--- config.mk ---
export PLATFORM = sky130hd
export DESIGN_NAME = cmd_frame_tx
export DESIGN_NICKNAME = d
export VERILOG_FILES = /design/src/rtl/cmd_frame_pkg.sv /design/src/rtl/frame_parity_calc.sv /design/src/rtl/cmd_frame_tx.sv
export SDC_FILE = /design/constraint.sdc
export NUM_CORES = 1
export LEC_CHECK = 0
export ABC_AREA = 1
export CORE_ASPECT_RATIO = 0.7
export CORE_MARGIN = 2
export CORE_UTILIZATION = 43
export CTS_CLUSTER_SIZE = 30
export DETAILED_ROUTE_END_ITERATION = 16
export PLACE_DENSITY_LB_ADDON = 0.25
export SYNTH_ARGS = -nofsm -noshare
export SYNTH_HDL_FRONTEND = slang
export SYNTH_SLANG_ARGS = --single-unit
--- constraint.sdc ---
create_clock -name clk -period 3.78 [get_ports clk]
set_input_delay 0.378 -clock clk [delete_from_list [all_inputs] [get_ports clk]]
set_output_delay 0.378 -clock clk [all_outputs]
set_load 0.005 [all_outputs]
--- src/rtl/cmd_frame_pkg.sv ---
// Shared types and constants for the command frame transmitter.
// Holds the transmitter FSM state encoding and the known command codes.
package cmd_frame_pkg;

   typedef enum logic [2:0] {
      ST_IDLE   = 3'd0,
      ST_START  = 3'd1,
      ST_DATA   = 3'd2,
      ST_PARITY = 3'd3,
      ST_STOP   = 3'd4,
      ST_GAP    = 3'd5
   } state_t;

   localparam logic [7:0] RF_WR   = 8'hAA;
   localparam logic [7:0] RF_RD   = 8'hBB;
   localparam logic [7:0] ALU_OP  = 8'hCC;
   localparam logic [7:0] ALU_NOP = 8'hDD;

endpackage

--- src/rtl/frame_parity_calc.sv ---
// Parity bit for one UART data field of any width.
// odd=0 gives even parity (XOR of the field), odd=1 gives odd parity (XNOR).
module frame_parity_calc #(
   parameter int DATA_WIDTH = 8
) (
   input  logic [DATA_WIDTH-1:0] data,
   input  logic                  odd,
   output logic                  parity
);

   assign parity = (^data) ^ odd;

endmodule

--- src/rtl/cmd_frame_tx.sv ---
// Serialises one command frame plus up to MAX_OPS operand frames as UART frames.
// Define CMD_FRAME_TX_GAP_EN to insert GAP_BITS idle bit-times between frames.
module cmd_frame_tx
   import cmd_frame_pkg::*;
#(
   parameter int DATA_WIDTH = 8,
   parameter int MAX_OPS    = 3,
   parameter int GAP_BITS   = 1,
   localparam int OCW       = $clog2(MAX_OPS + 1)
) (
   input  logic                          clk,
   input  logic                          rst,
   input  logic                          tick,
   input  logic                          cmd_valid,
   output logic                          cmd_ready,
   input  logic [DATA_WIDTH-1:0]         cmd_code,
   input  logic [MAX_OPS*DATA_WIDTH-1:0] op_data,
   input  logic [OCW-1:0]                op_cnt,
   input  logic                          par_en,
   input  logic                          par_typ,
   input  logic                          stop2,
   output logic                          tx_out,
   output logic                          busy,
   output logic                          cmd_done,
   output state_t                        state
);

   localparam int BW = $clog2(DATA_WIDTH);

   // Handshake: a command transfers on a rising edge where cmd_valid and
   // cmd_ready are both 1; cmd_ready is only offered in IDLE with no command held.
   state_t                        state_q, state_d;
   logic [BW-1:0]                 bit_q, bit_d;
   logic [OCW-1:0]                frame_q, frame_d;
   logic                          stop_q, stop_d;
   logic                          tx_d, busy_d, done_d;
   logic [DATA_WIDTH-1:0]         code_q;
   logic [MAX_OPS*DATA_WIDTH-1:0] ops_q;
   logic [OCW-1:0]                cnt_q;
   logic                          par_en_q, par_typ_q, stop2_q;
   logic [DATA_WIDTH-1:0]         cur_frame;
   logic                          par_bit;
   logic                          accept;

`ifdef CMD_FRAME_TX_GAP_EN
   localparam int GW = $clog2(GAP_BITS + 1);
   logic [GW-1:0] gap_q, gap_d;
`else
   logic gap_unused;
   assign gap_unused = (GAP_BITS != 0);
`endif

   assign cmd_ready = (state_q == ST_IDLE) && !busy_q_w();
   assign accept    = cmd_valid && cmd_ready;
   assign state     = state_q;

   function automatic logic busy_q_w();
      return busy;
   endfunction

   // Frame 0 is the command code, frame k>0 is operand k-1.
   always_comb begin
      cur_frame = code_q;
      for (int i = 0; i < MAX_OPS; i++) begin
         if (frame_q == OCW'(i + 1)) cur_frame = ops_q[i*DATA_WIDTH +: DATA_WIDTH];
      end
   end

   frame_parity_calc #(.DATA_WIDTH(DATA_WIDTH)) u_parity (
      .data   (cur_frame),
      .odd    (par_typ_q),
      .parity (par_bit)
   );

   always_comb begin
      state_d = state_q;
      bit_d   = bit_q;
      frame_d = frame_q;
      stop_d  = stop_q;
      done_d  = 1'b0;
      busy_d  = busy;
`ifdef CMD_FRAME_TX_GAP_EN
      gap_d   = gap_q;
`endif
      if (accept)        busy_d = 1'b1;
      else if (cmd_done) busy_d = 1'b0;

      if (tick) begin
         case (state_q)
            ST_IDLE: begin
               // busy without cmd_done means a captured command is waiting
               if (busy && !cmd_done) begin
                  state_d = ST_START;
                  frame_d = '0;
               end
            end
            ST_START: begin
               state_d = ST_DATA;
               bit_d   = '0;
            end
            ST_DATA: begin
               if (bit_q == BW'(DATA_WIDTH - 1)) begin
                  state_d = par_en_q ? ST_PARITY : ST_STOP;
                  stop_d  = 1'b0;
               end else begin
                  bit_d = bit_q + 1'b1;
               end
            end
            ST_PARITY: begin
               state_d = ST_STOP;
               stop_d  = 1'b0;
            end
            ST_STOP: begin
               if (stop2_q && !stop_q) begin
                  stop_d = 1'b1;
               end else if (frame_q != cnt_q) begin
                  frame_d = frame_q + 1'b1;
`ifdef CMD_FRAME_TX_GAP_EN
                  state_d = ST_GAP;
                  gap_d   = '0;
`else
                  state_d = ST_START;
`endif
               end else begin
                  state_d = ST_IDLE;
                  done_d  = 1'b1;
               end
            end
`ifdef CMD_FRAME_TX_GAP_EN
            ST_GAP: begin
               if (gap_q == GW'(GAP_BITS - 1)) state_d = ST_START;
               else                            gap_d   = gap_q + 1'b1;
            end
`endif
            default: state_d = ST_IDLE;
         endcase
      end

      case (state_d)
         ST_START:  tx_d = 1'b0;
         ST_DATA:   tx_d = cur_frame[bit_d];
         ST_PARITY: tx_d = par_bit;
         default:   tx_d = 1'b1;
      endcase
   end

   always_ff @(posedge clk or negedge rst) begin
      if (!rst) begin
         state_q   <= ST_IDLE;
         bit_q     <= '0;
         frame_q   <= '0;
         stop_q    <= 1'b0;
         tx_out    <= 1'b1;
         busy      <= 1'b0;
         cmd_done  <= 1'b0;
         code_q    <= '0;
         ops_q     <= '0;
         cnt_q     <= '0;
         par_en_q  <= 1'b0;
         par_typ_q <= 1'b0;
         stop2_q   <= 1'b0;
`ifdef CMD_FRAME_TX_GAP_EN
         gap_q     <= '0;
`endif
      end else begin
         state_q  <= state_d;
         bit_q    <= bit_d;
         frame_q  <= frame_d;
         stop_q   <= stop_d;
         tx_out   <= tx_d;
         busy     <= busy_d;
         cmd_done <= done_d;
`ifdef CMD_FRAME_TX_GAP_EN
         gap_q    <= gap_d;
`endif
         if (accept) begin
            code_q    <= cmd_code;
            ops_q     <= op_data;
            cnt_q     <= (op_cnt > OCW'(MAX_OPS)) ? OCW'(MAX_OPS) : op_cnt;
            par_en_q  <= par_en;
            par_typ_q <= par_typ;
            stop2_q   <= stop2;
         end
      end
   end

endmodule
* Word-level counts from Yosys, hierarchy flattened *
Cells that the tools add are included.

operators by class
  bitwise gates (word level) = 1
  div/mod/pow operators = 0
  reduce and logical (&&, ||, !) cells = 14
  add/subtract/negate cells = 2
  shift operators = 0
  multipliers = 0
  eq/ne operators = 17
  multiplexer cells = 30
  order comparisons = 2

operators with widths
  cell                                                  number
  2-to-1 mux 8 bit                                      3
  2-to-1 mux 3 bit                                      7
  one-hot mux 3 bit (5 select lines)                    1
  equality test 3 x 2 -> 1 bit (second input constant)  4
  2-to-1 mux 1 bit                                      10
  2-to-1 mux 2 bit                                      4
  inequality test 2 bit (second input constant)         4
  XOR reduction 8 bit                                   1
  equality test 3 x 1 -> 1 bit (second input constant)  2
  equality test 3 bit (second input constant)           2
  one-hot mux 1 bit (3 select lines)                    2
  one-hot mux 3 bit (2 select lines)                    1
  AND reduction 5 bit                                   1
  equality test 2 bit (second input constant)           2
  logical AND 1 bit                                     4
  < comparator 3 x 4 -> 1 bit (second input constant)   1
  one-hot mux 2 bit (2 select lines)                    1
  AND reduction 4 bit                                   1
  nonzero test 2 bit                                    2
  adder 3 x 1 -> 3 bit (second input constant)          1
  binary-select mux 1 bit (select 3 bit)                1
  logical NOT 1 bit                                     3
  logical NOT 3 bit                                     1
  nonzero test 3 bit                                    1
  6 further kinds                                       6

word-level totals
  bits in read-only memories = 0
  memories kept = 0
  latch bits = 0
  flip-flop bits (word level) = 49
  memory bits (writable) = 0
  bits of input ports = 41

* Depth between registers and ports, before layout *
Gate-level depths: netlist of run 1.

  depth in word-level cells = 7
  depth in mapped cells = 17
  mapped depth without buffers = 16

* Hierarchy *
From an unflattened synthesis of run 1, not the netlist that was laid out.

second synthesis, totals
  cells, all modules = 301
  area, all modules = 2672.6 um^2

modules (own cells, without submodules)
  module             times used  cells each  area an instance (um^2)
  cmd_frame_tx       1           263         2508.7
  frame_parity_calc  1           38          163.9

* Worst setup path after synthesis of run 1 *
Ideal clock, no wire load.

  path kind = register to register
  start point = register frame_q[0]
  end point = register tx_out
  library setup time = 87 ps
  period minus slack after synthesis = 1732 ps
  stages on the path, launching flop included = 17
  data required time = 3693 ps
  arrival time = 1646 ps
  buffers on the path = 1
  slack = 2048 ps
  cell sequence = dfrtp_1 > inv_1 > ha_1 > inv_1 > buf_4 > nor2_1 > nor2_1 > nand2_1 > nand2_2 > inv_1 > nand2_1 > nand2_1 > nand2_1 > nand2_1 > nand3_1 > nand3_1 > nand3_1

on the way
  longest elaborated chain between the ends = 7
  elaborated cells on any way between the ends = 19
  those cells by class = eq/ne (7); mux (10); bitwise (1); reduce/logical (1)

ends and longest elaborated chain
  item                                                                    RTL line                                 source
  from (decl)                                                             cmd_frame_tx.sv:34                       logic [OCW-1:0] frame_q, frame_d;
  from (signal assigned)                                                  cmd_frame_tx.sv:168                      frame_q <= frame_d;
  inequality test 2 bit or equality test 2 x 1 -> 1 bit (tied branches)   cmd_frame_tx.sv:116, cmd_frame_tx.sv:65
  2-to-1 mux 1 bit or 2-to-1 mux 8 bit (tied branches)                    cmd_frame_tx.sv:116, cmd_frame_tx.sv:65
  2-to-1 mux 3 bit or 2-to-1 mux 8 bit (tied branches)                    cmd_frame_tx.sv:114, cmd_frame_tx.sv:65
  one-hot mux 3 bit (5 select lines) or 2-to-1 mux 8 bit (tied branches)  cmd_frame_tx.sv:89, cmd_frame_tx.sv:65
  2-to-1 mux 3 bit (tied with other cells)                                cmd_frame_tx.sv:88                       if (tick) begin
  equality test 3 x 2 -> 1 bit (tied with other cells)                    cmd_frame_tx.sv:139                      case (state_d)
  one-hot mux 1 bit (3 select lines) (*)                                  cmd_frame_tx.sv:139
  named net tx_d                                                          cmd_frame_tx.sv:36                       logic tx_d, busy_d, done_d;
  to (signal assigned)                                                    cmd_frame_tx.sv:170                      tx_out <= tx_d;
  to (decl)                                                               cmd_frame_tx.sv:22                       output logic tx_out,

Mark *: on every way through the listed nets, which the timed path passes. The rest lies on a longest branch. The select of a mux whose other input is x is not followed.
A chain may end at the register's enable or synchronous reset.

* Final worst setup path of run 1 *
Same ends and word-level chain as after synthesis.

==> results of run 1 <==
-- worst max-delay path, stage by stage, from the launching register on --
cell	delay, ns
dfrtp_1	0.43
inv_1	0.10
ha_1	0.28
inv_1	0.28
nor2_1	0.09
nor2_1	0.14
nand2_1	0.11
nand2_1	0.10
nand3_1	0.07
nand2_1	0.07
inv_1	0.04
nand2_1	0.05
nand2_1	0.07
inv_1	0.06
nand2_1	0.04
nand3_1	0.06
nand3_1	0.07
-- power groups by stage --
stage	sequential [mW]	combinational (mW)	clock, mW
final	0.953	1.37	0.332
after global routing	0.986	1.56	0.363
after global placement	0.953	1.32	0
after detailed placement	0.961	1.37	0
after floorplan	0.901	1.09	0
after CTS	0.954	1.37	0.340
-- logic make-up after synthesis --
logic type                 after synthesis  share of synthesized area
AOI/OAI and AO/OA                       30                     0.0590
xor gates and xnor gates                 2                    0.00640
adders and majority gates                4                     0.0183
buffers and inverters                   42                     0.0713
DFF                                     49                      0.448
muxes                                   29                      0.151
and+or+nand+nor                        148                      0.246
-- state kept, by name (all words and copies together), names as in the netlist --
register,flops
cmd_done,1
par_typ_q,1
ops_q,24
cnt_q,2
bit_q,3
state,3
stop_q,1
stop2_q,1
par_en_q,1
code_q,8
tx_out,1
busy,1
frame_q,2
-- worst paths after layout --
path / from / endpoint / slack (ns) / cells after the start
max: frame_q[0] / tx_out / 1.66 / 16
min in group clk: ops_q[4] / ops_q[4] / 0.51 / 1
min: rst / ops_q[3] / 0.27 / 1
min reg2reg: ops_q[4] / ops_q[4] / 0.51 / 1
max in group asynchronous: rst / bit_q[2] / 2.87 / 1
max reg2reg: frame_q[0] / tx_out / 1.66 / 16
-- area by class of cell --
class,instances,area [sq um]
inverter,33,124
tap,78,97.6
timing repair buffer,47,465
clock inverter,1,5.00
clock buffer,7,96.3
sequential,49,1230
fill,569,2860
multi-input combinational,213,1320
-- cell usage in the layout (no fill, tap or decap), types with 2 or more instances in the layout --
master           instances
nand4_1                  4
nand2_2                  4
clkdlybuf4s50_1         46
mux2_2                   6
nor2_1                  24
mux2_4                  23
xnor2_1                  2
o21ai_0                  7
a21oi_1                 20
clkbuf_8                 7
ha_1                     4
inv_1                   31
dfrtp_1                 48
nand2_1                 79
inv_2                    2
nand3_1                 31
-- routing by layer --
layer / vias up / part of all wire / track usage
met2: 50 / 0.42 / 0.254
met3: 4 / 0.058 / 0.0405
met5: - / 0 / 0
met1: 999 / 0.51 / 0.258
met4: 0 / 0.0087 / 0.0381
li1: 1085 / - / -
-- per-stage QoR --
step	hold slack [ns]	instances	utilization	cell area (sq um)
floorplan	0.0824	304	-	2740
global placement	0.496	420	0.522	3230
detailed placement	0.493	420	0.522	3230
CTS	0.321	428	0.538	3330
global route	0.380	428	0.538	3330
finish	0.270	428	0.538	3330
==> flow_metrics.tcl, run 1 <==
set metrics [dict create \
    status "complete, no violations" \
    n_antenna_cell 0 \
    wl_um 5630 \
    yosys-top-cells-count "nand2_1 (79), dfrtp_1 (48), inv_1 (31), nand3_1 (31), nor2_1 (24)" \
    ios 48 \
    design.core.area_sq_um 6190 \
    hpwl_um 4190 \
    ant_nets 0 \
    yosysUniqueCellTypes 28 \
    grt_max_degree 50 \
    power_switching_mw 1.09 \
    die_x_um 99.4 \
    h-tree-depth 2 \
    fp.dieH_um 70.8 \
    overflow 0 \
    cts_made_buffers 5 \
    drive_above_1_share 0.146 \
    power_frac_seq 0.359 \
    post_cts_buffers 0 \
    drv_cap 0 \
    routedWlPerCell_um 13.1 \
    synth_seq_cells 49 \
    period_share 0.561 \
    synth_async_sr_flop_share 1.00 \
    yosys_most_used_dff "dfrtp_1" \
    min_period_ns 2.12 \
    p_comb_frac 0.516 \
    worstSkewPairLatency_ns 0.29 \
    synth_nets 349 \
    max-vdd-ir-drop_uv 383 \
    cts_hold_buf 0 \
    gp_congestion 0.827 \
    p_sw_frac 0.411 \
    cts.sinks 49 \
    endpoint_kind "flip-flop" \
    viasPerCell 5.00 \
    crit_type "flip-flop to flip-flop" \
    p_clk_frac 0.125 \
    synthTopCellsByArea "dfrtp_1 (44%), mux2_4 (13%), nand2_1 (11%), nand3_1 (5.7%), inv_1 (4.3%)" \
    io_buffers 47 \
    slew_violations 0 \
    slew_headroom 0.304 \
    grt_pass1_vias 2065 \
    start_kind "flip-flop" \
    synth_edf_count 0 \
    hold_viol_final 0 \
    hold_path_class "input port to async pin" \
    drt_iter0_markers 113 \
    finalSetupViolCount 0 \
    worstPathMaxFanout 11 \
    post-route-drc-count 0 \
    clock.fmax_ghz 0.471 \
    yosysTopAreaCellShare 0.439 \
    die_area_sq_um 7030 \
    worst_pin_slew_ns 1.04 \
    setup_ws_ns 1.66 \
    grt_pass1_wl_um 9670 \
    setup_tns_ns 0 \
    cts_tree "built" \
    rsz0062_at_grt "false" \
    yosys.area.top_type "dfrtp_1" \
    ys_warn_count 0 \
    place_ws_ns 1.58 \
    p_leak_nw 1.68 \
    start_util 0.443 \
    fin_nets 394 \
    syn_inst 304 \
    netlist_area_sq_um 2740 \
    required_ns 3.99 \
    area_growth_syn_to_layout_pct 21.7 \
    power_density_nw_per_um2 797 \
    clkTransAtPathRegs_ns 0.09 \
    cp.arrival_ns 2.33 \
    ctsResizeCount 0 \
    cts_buffer_depth 2 \
    antenna_found_initial 0 \
    finalPower_mw 2.65 \
    cts-root-buf "clkbuf_8" \
    vias 2138 \
    grtUsageTotal 0.172 \
    fin_skew_ns 0.00556 \
    num_rows 24 \
    yosysMostFrequentCell "nand2_1" \
    yosysSeqAreaShare 0.448 \
    p_int_mw 1.56 \
    dr.pass1.iters 4 \
    synth.avg_cell_area_sq_um 9.01 \
]
(Power assumes the default switching activity.)
==> run 2: changes to the inputs <==
clock period = 1.8 ns   (was 3.78 ns; I/O delays follow)
==> run 2 against run 1 <==
Hold slack better by 0.093 ns. Count of clock-buffer cells in the layout stayed put. Power is 130% higher. Critical path type unchanged. Largest power group unchanged. Die area stayed put. Utilization is 4.6 points higher. Final cell count is 5.4% higher. Design area is 8.5% higher. Flip-flop and latch count stayed put. The run now ends with negative setup slack left. Clock skew is 0.0049 ns higher. Routed wire length is 7.0% higher. Critical endpoint unchanged. Combinational power is 140% higher.
==> flow_metrics.tcl, run 2 (synthesis results as in run 1) <==
set metrics [dict create \
    status "finished, violations left" \
    violations "negative setup slack" \
    final_cell_area_sq_um 3610 \
    worstSkewPairLatency_ns 0.29 \
    crit_start "frame_q[0]" \
    cp.arrival_ns 2.03 \
    p_leak_nw 1.80 \
    endpoint_kind "flip-flop" \
    cts_made_buffers 5 \
    final_common_cell "nand2_1" \
    hold_path_class "input port to async pin" \
    worst_pin_slew_ns 0.454 \
    largest_register_ffs 24 \
    num_rows 24 \
    n_antenna_cell 0 \
    max-vdd-ir-drop_uv 789 \
    top_register "ops_q" \
    dr.pass1.iters 4 \
    required_ns 2.02 \
    path_delay_family "simple AND/OR/NAND/NOR gates" \
    finalPower_mw 6.18 \
    cts_tree "built" \
    start_util 0.443 \
    fp.dieH_um 70.8 \
    period_share 1.00 \
    holdWs_ns 0.363 \
    io_buffers 47 \
    ant_nets 0 \
    die_area_sq_um 7030 \
    gp_congestion 0.823 \
    hpwl_um 4510 \
    viasPerCell 4.92 \
    cts.sinks 49 \
    overflow 0 \
    fin_skew_ns 0.0105 \
    cts_buffer_depth 2 \
    fill_cells 565 \
    slew_violations 0 \
    r2r_start "frame_q[0]" \
    h-tree-depth 2 \
    layout_common_cells "nand2_1 (73), dfrtp_1 (45), clkdlybuf4s50_1 (45)" \
    min_period_ns 1.81 \
    clkTransAtPathRegs_ns 0.09 \
    post-route-drc-count 0 \
    crit_buf_inv 3 \
    grt_pass1_wl_um 9600 \
    grt_max_degree 47 \
    antenna_found_initial 0 \
    crit_chain "inv_2 -> ha_4 -> inv_2 -> buf_6 -> nor2_4 -> nor2_2 -> nand2_2 -> nand2_2 -> nand2_2 -> nand2_2 -> nand2_2 -> nand2_1 -> nand2_1 -> nand2_1 -> nand2_1 -> nand3_1 -> nand3_1" \
    ios 48 \
    grtUsageTotal 0.173 \
    drt_iter0_markers 127 \
    crit_top_cell "nand2_2" \
    routedWlPerCell_um 13.3 \
    rsz0062_at_grt "true" \
    finalSetupViolCount 1 \
    power_density_nw_per_um2 1710 \
    worstPathMaxFanout 7 \
    wl_um 6020 \
    clock.fmax_ghz 0.553 \
    fin_nets 417 \
    place_area_sq_um 3380 \
    largestRegisters "ops_q: 24 flops, code_q: 8 flops" \
    vias 2220 \
    setup_ws_ns -0.00848 \
    slew_headroom 0.698 \
    area_growth_syn_to_layout_pct 32.0 \
    design.core.area_sq_um 6190 \
    drive_above_1_share 0.252 \
    cts-root-buf "clkbuf_8" \
    start_kind "flip-flop" \
    crit_type "flip-flop to flip-flop" \
    place_ws_ns -0.0523 \
    max_stage_delay_ns 0.44 \
    die_x_um 99.4 \
    hold_viol_final 0 \
    grt_pass1_vias 2107 \
    drv_cap 0 \
    worst_path_max_delay_cell "dfrtp_2" \
]
[run 2: through the flow]
stage / utilization / instances / TNS, ns
CTS: 0.573 / 450 / 0
global placement: 0.546 / 438 / -0.00581
finish: 0.584 / 451 / -0.00848
detailed placement: 0.546 / 438 / -0.0523
global route: 0.584 / 451 / -0.149
floorplan: - / 304 / 0
[run 2: path summary, 6_finish.rpt]
kind                             endpoint  slack (ns)  cells past startpoint
worst max-delay path               tx_out      -0.008                     17
worst min-delay path            ops_q[12]        0.36                      2
worst max register to register     tx_out      -0.008                     17
worst min register to register  code_q[7]        0.51                      1
max in group asynchronous       ops_q[22]        0.76                      3
min in group clk                  stop2_q        0.46                      3
[run 2: power by group]
part	internal, mW	total [mW]	switching [mW]
clock network	0.453	0.800	0.346
logic	1.61	3.35	1.74
registers	1.63	2.02	0.393
[run 2: area by class of cell]
| cell class | instances | area, sq um | area share |
|---|---|---|---|
| Timing Repair Buffer | 70 | 656 | 0.181 |
| Tap cell | 78 | 97.6 | 0.0270 |
| Sequential cell | 49 | 1230 | 0.341 |
| Inverter | 33 | 124 | 0.0343 |
| Clock inverter | 1 | 30.0 | 0.00831 |
| Clock buffer | 7 | 86.3 | 0.0239 |
| Multi-Input combinational cell | 213 | 1390 | 0.385 |
[run 2: metal layers]
| metal | global-route usage | vias up | share of wire |
|---|---|---|---|
| met4 | 0.0426 | 0 | 0.0061 |
| met1 | 0.261 | 1050 | 0.53 |
| met5 | 0 | - | 0 |
| met3 | 0.0356 | 2 | 0.044 |
| li1 | - | 1124 | - |
| met2 | 0.256 | 44 | 0.42 |
[run 2: what timing repair did]
item / 4_1_cts / 5_1_grt
pin swaps: 2 / 10
setup endpoints to repair: 2 / 1
hold endpoints to repair: 18 / 0
buffers inserted: 3 / 1
hold buffers: 1 / 0
gates resized for setup: 8 / 19
